==> src/rtl/ro_meas_ctrl.sv <==
// Ring-oscillator measurement scheduler: picks the next enabled RO in round-robin order,
// lets it settle, counts its edges over a tick-based gate window and hands the result off.
module ro_meas_ctrl #(
  parameter int NUM_RO       = 4,
  parameter int CNT_W        = 16,
  parameter int SETTLE_TICKS = 2,
  parameter int GATE_TICKS   = 8,
  localparam int IDW         = (NUM_RO > 1) ? $clog2(NUM_RO) : 1
) (
  input  logic              clk,
  input  logic              rst,
  input  logic              run,
  input  logic [NUM_RO-1:0] ro_mask,
  input  logic              tick,
  input  logic [NUM_RO-1:0] ro_edge,
  output logic [NUM_RO-1:0] ro_en,
  output logic              res_valid,
  input  logic              res_ready,
  output logic [IDW-1:0]    res_id,
  output logic [CNT_W-1:0]  res_count,
  output logic              res_ovf,
  output logic              busy
);

  localparam int TMAX = (SETTLE_TICKS > GATE_TICKS) ? SETTLE_TICKS : GATE_TICKS;
  localparam int TW   = (TMAX > 1) ? $clog2(TMAX) : 1;

  localparam logic [TW-1:0]     SETTLE_LAST = TW'((SETTLE_TICKS > 0) ? SETTLE_TICKS - 1 : 0);
  localparam logic [TW-1:0]     GATE_LAST   = TW'(GATE_TICKS - 1);
  localparam logic [IDW-1:0]    LAST_ID     = IDW'(NUM_RO - 1);
  localparam logic [IDW:0]      NUM_RO_W    = (IDW + 1)'(NUM_RO);
  localparam logic [NUM_RO-1:0] ONE_HOT0    = NUM_RO'(1);

  typedef enum logic [1:0] {IDLE, SETTLE, GATE, DONE} state_t;

  state_t           state;
  logic [IDW-1:0]   ptr;
  logic [IDW-1:0]   sel;
  logic [TW-1:0]    tick_cnt;
  logic [CNT_W-1:0] edge_cnt;
  logic             edge_ovf;

  // Saturating edge increment; the top bit of the result is the sticky overflow flag.
  function automatic logic [CNT_W:0] sat_inc(input logic [CNT_W-1:0] cnt, input logic ovf);
    if (&cnt) return {1'b1, cnt};
    else      return {ovf, cnt + 1'b1};
  endfunction

  // Round-robin pick: rotate the mask so bit 0 lines up with ptr, take the lowest set bit.
  logic [2*NUM_RO-1:0] mask_dbl;
  logic [NUM_RO-1:0]   mask_rot;
  logic [IDW:0]        pick_sum;
  logic [IDW-1:0]      pick;

  always_comb begin
    mask_dbl = {ro_mask, ro_mask};
    mask_rot = NUM_RO'(mask_dbl >> ptr);
    pick_sum = '0;
    for (int i = NUM_RO - 1; i >= 0; i--) begin
      if (mask_rot[i]) pick_sum = {1'b0, ptr} + (IDW + 1)'(i);
    end
    if (pick_sum >= NUM_RO_W) pick_sum = pick_sum - NUM_RO_W;
    pick = pick_sum[IDW-1:0];
  end

  logic           edge_sel;
  logic           settle_done;
  logic           gate_done;
  logic [CNT_W:0] gate_next;
  logic [IDW-1:0] next_ptr;

  assign edge_sel    = ro_edge[sel];
  assign settle_done = (SETTLE_TICKS == 0) || (tick && (tick_cnt == SETTLE_LAST));
  assign gate_done   = tick && (tick_cnt == GATE_LAST);
  assign gate_next   = edge_sel ? sat_inc(edge_cnt, edge_ovf) : {edge_ovf, edge_cnt};
  assign next_ptr    = (sel == LAST_ID) ? '0 : sel + 1'b1;
  assign busy        = (state != IDLE);

  always_ff @(posedge clk or posedge rst) begin
    if (rst) begin
      state     <= IDLE;
      ptr       <= '0;
      sel       <= '0;
      tick_cnt  <= '0;
      edge_cnt  <= '0;
      edge_ovf  <= 1'b0;
      ro_en     <= '0;
      res_valid <= 1'b0;
      res_id    <= '0;
      res_count <= '0;
      res_ovf   <= 1'b0;
    end else begin
      unique case (state)
        IDLE: begin
          if (run && (|ro_mask)) begin
            sel      <= pick;
            ro_en    <= ONE_HOT0 << pick;
            tick_cnt <= '0;
            state    <= SETTLE;
          end
        end
        SETTLE: begin
          if (!run) begin
            ro_en    <= '0;
            tick_cnt <= '0;
            state    <= IDLE;
          end else if (settle_done) begin
            edge_cnt <= '0;
            edge_ovf <= 1'b0;
            tick_cnt <= '0;
            state    <= GATE;
          end else if (tick) begin
            tick_cnt <= tick_cnt + 1'b1;
          end
        end
        GATE: begin
          if (!run) begin
            ro_en    <= '0;
            tick_cnt <= '0;
            state    <= IDLE;
          end else begin
            {edge_ovf, edge_cnt} <= gate_next;
            // The edge arriving with the last gate tick is part of the result.
            if (gate_done) begin
              res_count <= gate_next[CNT_W-1:0];
              res_ovf   <= gate_next[CNT_W];
              res_id    <= sel;
              res_valid <= 1'b1;
              ro_en     <= '0;
              tick_cnt  <= '0;
              state     <= DONE;
            end else if (tick) begin
              tick_cnt <= tick_cnt + 1'b1;
            end
          end
        end
        DONE: begin
          if (res_ready) begin
            res_valid <= 1'b0;
            ptr       <= next_ptr;
            state     <= IDLE;
          end
        end
        default: state <= IDLE;
      endcase
    end
  end

  a_en_onehot : assert property (@(posedge clk) disable iff (rst) $onehot0(ro_en));
  a_res_hold  : assert property (@(posedge clk) disable iff (rst)
                  (res_valid && !res_ready) |=> (res_valid && $stable({res_id, res_count, res_ovf})));

endmodule

==> config.mk <==
export PLATFORM = sky130hd
export DESIGN_NAME = ro_meas_ctrl
export DESIGN_NICKNAME = d
export VERILOG_FILES = /design/src/rtl/ro_meas_ctrl.sv
export SDC_FILE = /design/constraint.sdc
export NUM_CORES = 1
export LEC_CHECK = 0
export CAP_MARGIN = 20
export CORE_ASPECT_RATIO = 0.8
export CORE_MARGIN = 4
export CORE_UTILIZATION = 52
export DETAILED_ROUTE_END_ITERATION = 10
export PLACE_DENSITY = 0.8
export SLEW_MARGIN = 5
export SYNTH_ARGS = -nofsm -noshare
export SYNTH_HDL_FRONTEND = slang
export SYNTH_SLANG_ARGS = --single-unit
==> constraint.sdc <==
create_clock -name clk -period 5.98 [get_ports clk]
set_clock_uncertainty 0.15 [all_clocks]
set_input_delay 1.794 -clock clk [delete_from_list [all_inputs] [get_ports clk]]
set_output_delay 1.794 -clock clk [all_outputs]
set_load 0.03 [all_outputs]
# Yosys cells after proc, flatten, opt, wreduce, memory -nomap -nowiden
# Cells that the tools add are included.
# totals
input_bits,13
regBits,50
elab_cells,96
# classes
muxes,41
shifts,2
addsub,7
n_lt_le_gt_ge,2
n_reduce_logical,18
n_eq_ne,15
# op_table
op,n
16-bit two-way mux,3
17-bit two-way mux,2
16-bit one-hot mux with 2 select lines,1
3-bit two-way mux,10
"16-bit by 1-bit adder with 16-bit output, second input constant",1
2-bit two-way mux,8
4-bit two-way mux,4
16-bit AND reduction,1
4-bit AND reduction,4
"2-bit != test, second input constant",7
4-bit one-hot mux with 3 select lines,1
3-bit one-hot mux with 3 select lines,1
2-bit one-hot mux with 4 select lines,1
8-bit by 2-bit right shift with 4-bit output,1
1-bit two-way mux,7
"2-bit by 2-bit adder with 3-bit output, second input constant",2
"2-bit == test, second input constant",3
"3-bit != test, second input constant",2
2-bit AND reduction,3
2-bit nonzero test,3
1-bit one-hot mux with 2 select lines,2
4-bit OR reduction,1
"1-bit by 2-bit left shift with 4-bit output, first input constant",1
"2-bit by 1-bit adder with 3-bit output, second input constant",1
13 further kinds,15

# Longest topological paths before layout
# Gate-level depths: netlist of the first run.
# logic_depth
depth_word,10
depth_mapped,9
ltp_nobuf,7

# Least setup slack after synthesis of the first run
# OpenSTA, ideal clock, no wires.
# synth_timing
path_kind,in2reg
start,input port ro_edge[3]
end,register edge_cnt[15]
path_slack_ns,2.647
arrival_time_ns,3.106
cell_stages,5
setup_ns,0.077
path_cell_list,mux4_2 -> and3_1 -> and3_1 -> a31o_2 -> a21oi_1
# synth_via
elab_chain_len,5
# synth_lines
item,line,rtl
from (decl),15,"input logic [NUM_RO-1:0] ro_edge,"
1-bit binary-select mux with 2-bit select,72,assign edge_sel = ro_edge[sel];
1-bit two-way mux (implied by the code),72,
17-bit two-way mux,75,"assign gate_next = edge_sel ? sat_inc(edge_cnt, edge_ovf) : {edge_ovf, edge_cnt};"
16-bit two-way mux,117,if (!run) begin
16-bit one-hot mux with 2 select lines,93,unique case (state)
to (signal assigned),122,"{edge_ovf, edge_cnt} <= gate_next;"
to (decl),40,logic [CNT_W-1:0] edge_cnt;
# No other way between the ends. The select of a mux whose other input is x is not followed.
# A chain may end at the register's enable or synchronous reset.

# Worst setup path in the final report of the first run
# layout_timing
start,register state[0]
end,output port busy
# layout_via
elab_chain_len,1
# layout_lines
item,line,rtl
from (decl),36,state_t state;
from (signal assigned),81,state <= IDLE;
from (signal assigned),99,state <= SETTLE;
from (signal assigned),106,state <= IDLE;
2-bit nonzero test,77,assign busy = (state != IDLE);
to (decl),22,output logic busy
# No other way between the ends.

==> results of run 1 <==
==> synth_stat cells (2+ instances only) <==
master	number
o22ai_1	2
mux2i_1	9
o21ai_1	4
and3_1	6
o2111a_1	2
nand2_1	42
o21ai_2	2
o41ai_1	2
clkbuf_1	9
mux2_2	3
and2_1	4
a211oi_1	3
inv_1	10
a32o_1	2
a21boi_0	2
nand2b_1	4
a31oi_1	8
nand3_1	8
a22o_1	8
dfrtp_1	50
a21oi_1	22
nor2_1	20
xnor2_1	11
nand4_1	2
o21a_1	2
o21ai_0	24
o31ai_1	4
ha_1	9
==> metrics by stage <==
stage	power (W)	worst slack, ps
floorplan	0.000671	2650
global placement	0.000763	1890
detailed placement	0.000774	1810
CTS	0.00100	2150
global route	0.00106	2160
finish	0.00100	2240
==> routing by layer <==
layer,vias to the layer above,wire (microns)
met5,-,0
met2,81,2660
met1,1117,3060
met3,9,350
li1,1146,-
met4,0,85
==> layout make-up <==
| cell class | count | area, sq um | area share |
|---|---|---|---|
| sequential | 50 | 1250 | 0.377 |
| multi-input combinational | 225 | 1430 | 0.432 |
| timing repair buffer | 40 | 409 | 0.123 |
| inverter | 10 | 37.5 | 0.0113 |
| clock buffer | 8 | 110 | 0.0332 |
| tap | 62 | 77.6 | 0.0234 |
==> cells by family after synthesis <==
family          count (synthesis)  share of synthesized area
simple gates                   97                      0.168
compound gates                 94                      0.219
flops                          50                      0.452
buf+inv                        20                     0.0298
mux                            13                     0.0529
xor+xnor                       12                     0.0380
fa+ha+maj                       9                     0.0407
==> state kept, by name, indices dropped and copies added, names as in the netlist <==
name and flops:
ro_en 4, res_ovf 1, state 2, ptr 2
res_id 2, sel 2, edge_cnt 16, edge_ovf 1
tick_cnt 3, res_valid 1, res_count 16
==> final timing paths <==
| path | startpoint | endpoint | depth (start not counted) |
|---|---|---|---|
| worst max-delay path | state[0] | busy | 4 |
| worst min-delay path | res_count[11] | res_count[11] | 2 |
| worst max register to register | edge_cnt[0] | res_count[9] | 6 |
| worst min register to register | res_count[11] | res_count[11] | 2 |
| max in group asynchronous | rst | res_count[7] | 3 |
| min in group asynchronous | rst | ptr[0] | 2 |
==> where the power goes <==
group / leakage [nW] / switching (W) / internal [W]
logic: 0.656 / 0.000200 / 0.000146
clock network: 0.0575 / 0.000114 / 0.000117
registers: 0.681 / 0.0000483 / 0.000380
==> worst max-delay path, delay by kind of cell, from the launching register on <==
family	cells	cell delay, ps
buf+inv	3	830
flops	1	410
fa+ha+maj	1	250
==> results by group, run 1 <==
Critical path
  • CP required: 4040 ps
  • Crit path largest cell delay: 660 ps
  • CP Data Arrival Time: between 1500 and 2000 ps
  • Slowest cell on crit path: clkdlybuf4s50_1
  • R2R setup slack: roughly 3400 ps
  • Setup CP Type: reg2out
  • CP max FO: 5
  • CP endpoint kind: output pin
  • CP most frequent cell: inv_1
  • CP Cell Sequence: inv_1 > ha_1 > inv_1 > clkdlybuf4s50_1
  • Setup crit start kind: flip-flop

Final layout
  • Commonest non-fill, non-tap cell in the layout: dfrtp_1
  • Final net count: between 300 and 400
  • Post-Layout Cell Count: approximately 400
  • Antenna fix cells: 0
  • Post-layout util: 0.652
  • Layout cells sized above 1: 0.0751
  • Most frequent cells in the layout: 50 x dfrtp_1, 42 x nand2_1, 37 x clkdlybuf4s50_1
  • P&R area growth vs syn: 19.9%
  • Fin area: roughly 0.0033 sq mm
  • Fillers: roughly 430

Route
  • DRT antenna net count: 0
  • Per-cell routed wire length: about 16 microns
  • 1st-iter DRT viols: between 200 and 250
  • Routed via count: about 2400
  • DRC: 0
  • Total routed wirelength: 6150 microns
  • Vias/cell: 5.96
  • First drt pass iteration count: 5

Placement
  • Placed insts: 384
  • Dpl hpwl: approximately 4300 microns
  • IO Port Bufs: 37
  • GP Congestion: 0.929
  • Placed cell area: between 0.003 and 0.004 sq mm

Logic synthesis
  • Main synth FF type: dfrtp_1
  • Cell count after synthesis: between 200 and 300
  • Synth top area share: 0.452
  • Netlist cell types: 49
  • Post-synth ARST share: 1.00
  • Avg Inst Size Synth: about 9.4 sq um
  • Number of enable flip-flop cells after synthesis: 0
  • Yosys warning total: 0
  • Ranking of synthesized cells by area: dfrtp_1 45%, nand2_1 5.7%, o21ai_0 4.3%
  • Synthesized area: 0.00277 sq mm
  • Sequential-to-total area share from yosys stat: 0.452
  • Synth Net Count: around 320
  • Synth Register Bits: 50
  • Leading area contributor after synthesis: dfrtp_1

STA
  • Fin. max-slew vios: 0
  • Slew @ Worst Pin: roughly 610 ps
  • Final setup fails: 0
  • WHS: between 300 and 400 ps
  • Worst slew margin: 0.588
  • Final Hold Viols: 0
  • Setup TNS: 0 ps
  • Final Cycle Share: 0.626
  • Max frequency: approximately 0.27 GHz
  • Unrepaired setup endpoints after global routing: false
  • Final min period: around 3700 ps

Power and ir drop
  • PwrDens: roughly 300 mW/mm^2
  • Max IR drop VDD: about 0.00015 V
  • Pleak: roughly 1.4 nW

Clock network
  • Clock-pin transition on the worst setup and hold timing paths: approximately 90 ps
  • CTS root buffer: clkbuf_8
  • CTS tree: done
  • Num CTS Buffers: 5
  • Post-cts resize count: 0
  • CTS sink cnt: 50
  • Post-CTS Setup Bufs: 0
  • H-tree levels: 2
  • Bufs on Longest Clock Path: 2
  • Hold-fix buffers at CTS: 0
  • Clock Latency Late Sink: ~320 ps

Global routing
  • Met2 Track Usage GR: 0.278
  • First-pass GRT wire length: 10400 microns
  • Met1 Track Usage GR: 0.329
  • Vias in the first global route: between 2000 and 2500
  • Total GRT Usage: 0.205
  • Largest net degree at the start of global routing: slightly above 50
  • GRT overflow: 0
  • GRT busiest layer: met1
  • Met3 Use GR: 0.0336
  • Initial antenna violation count: 0

Hold path
  • Min-delay worst type: reg2reg

Run
  • Max cap viols: 0

Floorplanning
  • Initial Util: 0.543
  • FP Rows: 23
  • Core Area: roughly 0.005 sq mm
  • Die X: between 80 and 90 microns
  • Io pins: 38
  • Die height: 73.3 microns
  • Die area: 0.00656 sq mm

Run status
  • Status: completed
Note: power is estimated with default switching activity, not from simulation.
==> inputs of run 2 (changes only) <==
==> constraint.sdc (replaced) <==
create_clock -name clk -period 3.68 [get_ports clk]
set_clock_uncertainty 0.15 [all_clocks]
set_input_delay 1.104 -clock clk [delete_from_list [all_inputs] [get_ports clk]]
set_output_delay 1.104 -clock clk [all_outputs]
set_load 0.03 [all_outputs]
==> results by group, run 2 (synthesized netlist as in run 1, its figures left out) <==
Power and ir drop
  • Comb pwr share: 0.324
  • Pleak: 1.41 nW
  • Power Total: approximately 0.0017 W
  • Max IR drop VDD: about 0.00036 V
  • Sw Share: 0.341
  • PwrDens: 510 mW/mm^2
  • Clock group share of total power: 0.269
  • Sw Pwr: about 0.00058 W
  • Sequential share of power: 0.407
  • Int Pwr: about 0.0011 W

Route
  • DRC: 0
  • Per-cell routed wire length: roughly 15 microns
  • Routed via count: 2309
  • DRT antenna net count: 0
  • First drt pass iteration count: 4
  • Vias/cell: 5.82
  • Total routed wirelength: 6060 microns
  • 1st-iter DRT viols: between 150 and 200

Floorplanning
  • FP Rows: 23
  • Core Area: between 0.005 and 0.006 sq mm
  • Initial Util: 0.543
  • Die area: around 0.0066 sq mm
  • Die X: 89.6 microns
  • Io pins: 38
  • Die height: ~73 microns

Critical path
  • Path depth of the worst reg2reg path: 6
  • RR Endpoint: res_count[9]
  • CP Data Arrival Time: about 1800 ps
  • Crit path depth: 4
  • Setup crit start kind: flip-flop
  • CP Cell Sequence: inv_1 > ha_1 > inv_1 > clkdlybuf4s50_1
  • Crit path largest cell delay: approximately 670 ps
  • CP most frequent cell: inv_1
  • Slowest cell on crit path: clkdlybuf4s50_1
  • CP required: between 2000 and 2500 ps
  • Buf+Inv Stages, Crit Path: 3
  • CP endpoint kind: output pin
  • Setup CP Type: reg2out
  • Reg2Reg Launch Point: edge_cnt[0]
  • CP max FO: 5
  • R2R setup slack: between 1000 and 1500 ps
  • Delay-heaviest family, CP: buffers and inverters

Clock network
  • Clock-pin transition on the worst setup and hold timing paths: 100 ps
  • Num CTS Buffers: 5
  • CTS root buffer: clkbuf_8
  • Post-CTS Setup Bufs: 0
  • Post-cts resize count: 0
  • CTS tree: done
  • Clock Latency Late Sink: 310 ps
  • Bufs on Longest Clock Path: 2
  • Hold-fix buffers at CTS: 0
  • H-tree levels: 2
  • CTS sink cnt: 50

Global routing
  • GRT overflow: 0
  • First-pass GRT wire length: between 10000 and 15000 microns
  • Initial antenna violation count: 0
  • Largest net degree at the start of global routing: just under 50
  • Vias in the first global route: ~2200
  • Total GRT Usage: 0.204

Placement
  • GP Congestion: around 0.9
  • IO Port Bufs: 37
  • Dpl hpwl: ~4400 microns

Final layout
  • Antenna fix cells: 0
  • P&R area growth vs syn: 21.3%
  • Layout cells sized above 1: 0.0806
  • Fillers: slightly above 400
  • Biggest regs: edge_cnt: 16 flops, res_count: 16 flops, ro_en: 4 flops
  • Most frequent cells in the layout: 50 x dfrtp_1, 42 x nand2_1, 37 x clkdlybuf4s50_1
  • Area of the multi-input gates: 0.00143 sq mm
  • Commonest non-fill, non-tap cell in the layout: dfrtp_1
  • Register area: roughly 0.0013 sq mm
  • Final net count: 356

STA
  • Final Hold Viols: 0
  • Final min period: a little over 3000 ps
  • Unrepaired setup endpoints after global routing: false
  • Fin. max-slew vios: 0
  • Setup TNS: 0 ps
  • Final setup fails: 0
  • Slew @ Worst Pin: approximately 610 ps
  • Final Cycle Share: 0.828
  • Worst slew margin: 0.588
  • Max frequency: 0.328 GHz

Hold path
  • Min-delay worst type: reg2reg
  • Hold path depth: 2
  • Hold Crit Start: res_count[3]
  • Hold EP: res_count[3]

Run status
  • Status: completed

Run
  • Max cap viols: 0
==> run 2: area by class of cell <==
cell class,instances,share of cell area
Multi-Input combinational cell,225,0.427
Inverter,10,0.0112
Clock inverter,3,0.0205
Timing Repair Buffer,42,0.125
Clock buffer,5,0.0205
Tap cell,62,0.0231
Sequential cell,50,0.373
==> run 2: per-layer routing <==
layer,global-route usage,share of wire,vias up
met5,0,0,-
met4,0.0678,0.016,0
met3,0.0381,0.050,11
met2,0.299,0.43,68
met1,0.304,0.50,1087
li1,-,-,1143
==> run 2: power groups by stage <==
stage	clock [W]	combinational, W	sequential (W)
4_1_cts	0.000469	0.000558	0.000696
6_report	0.000461	0.000555	0.000698
3_5_place_dp	0	0.000555	0.000708
5_1_grt	0.000489	0.000613	0.000710
3_3_place_gp	0	0.000545	0.000702
2_1_floorplan	0	0.000369	0.000722
==> run 2: metrics by stage <==
step	utilization	hold WS, ps	setup WS (ps)	area, sq um	cells
after floorplan	-	320	1040	2770	295
after global placement	0.632	313	525	3220	389
after detailed placement	0.632	319	480	3220	389
after CTS	0.659	343	623	3360	397
after global routing	0.659	368	530	3360	397
final	0.659	336	632	3360	397
==> run 2: how the worst max path moves through the flow <==
stage / from / endpoint / slack, ps
after global routing: state[0] / busy / 530
after global placement: ro_edge[3] / edge_cnt[15] / 520
after floorplan: ro_edge[3] / edge_cnt[15] / 1040
final: state[0] / busy / 630
after detailed placement: ro_edge[3] / edge_cnt[15] / 480
after CTS: state[0] / busy / 620
==> run 2: worst reg2reg max path, delay by kind of cell, from the launching register on <==
kind	cells	cell delay, ps
AO/OA/AOI/OAI	2	470
adder cells (fa/ha/maj)	1	240
AND/OR/NAND/NOR	2	940
XOR/XNOR	1	150
flip-flops	1	450
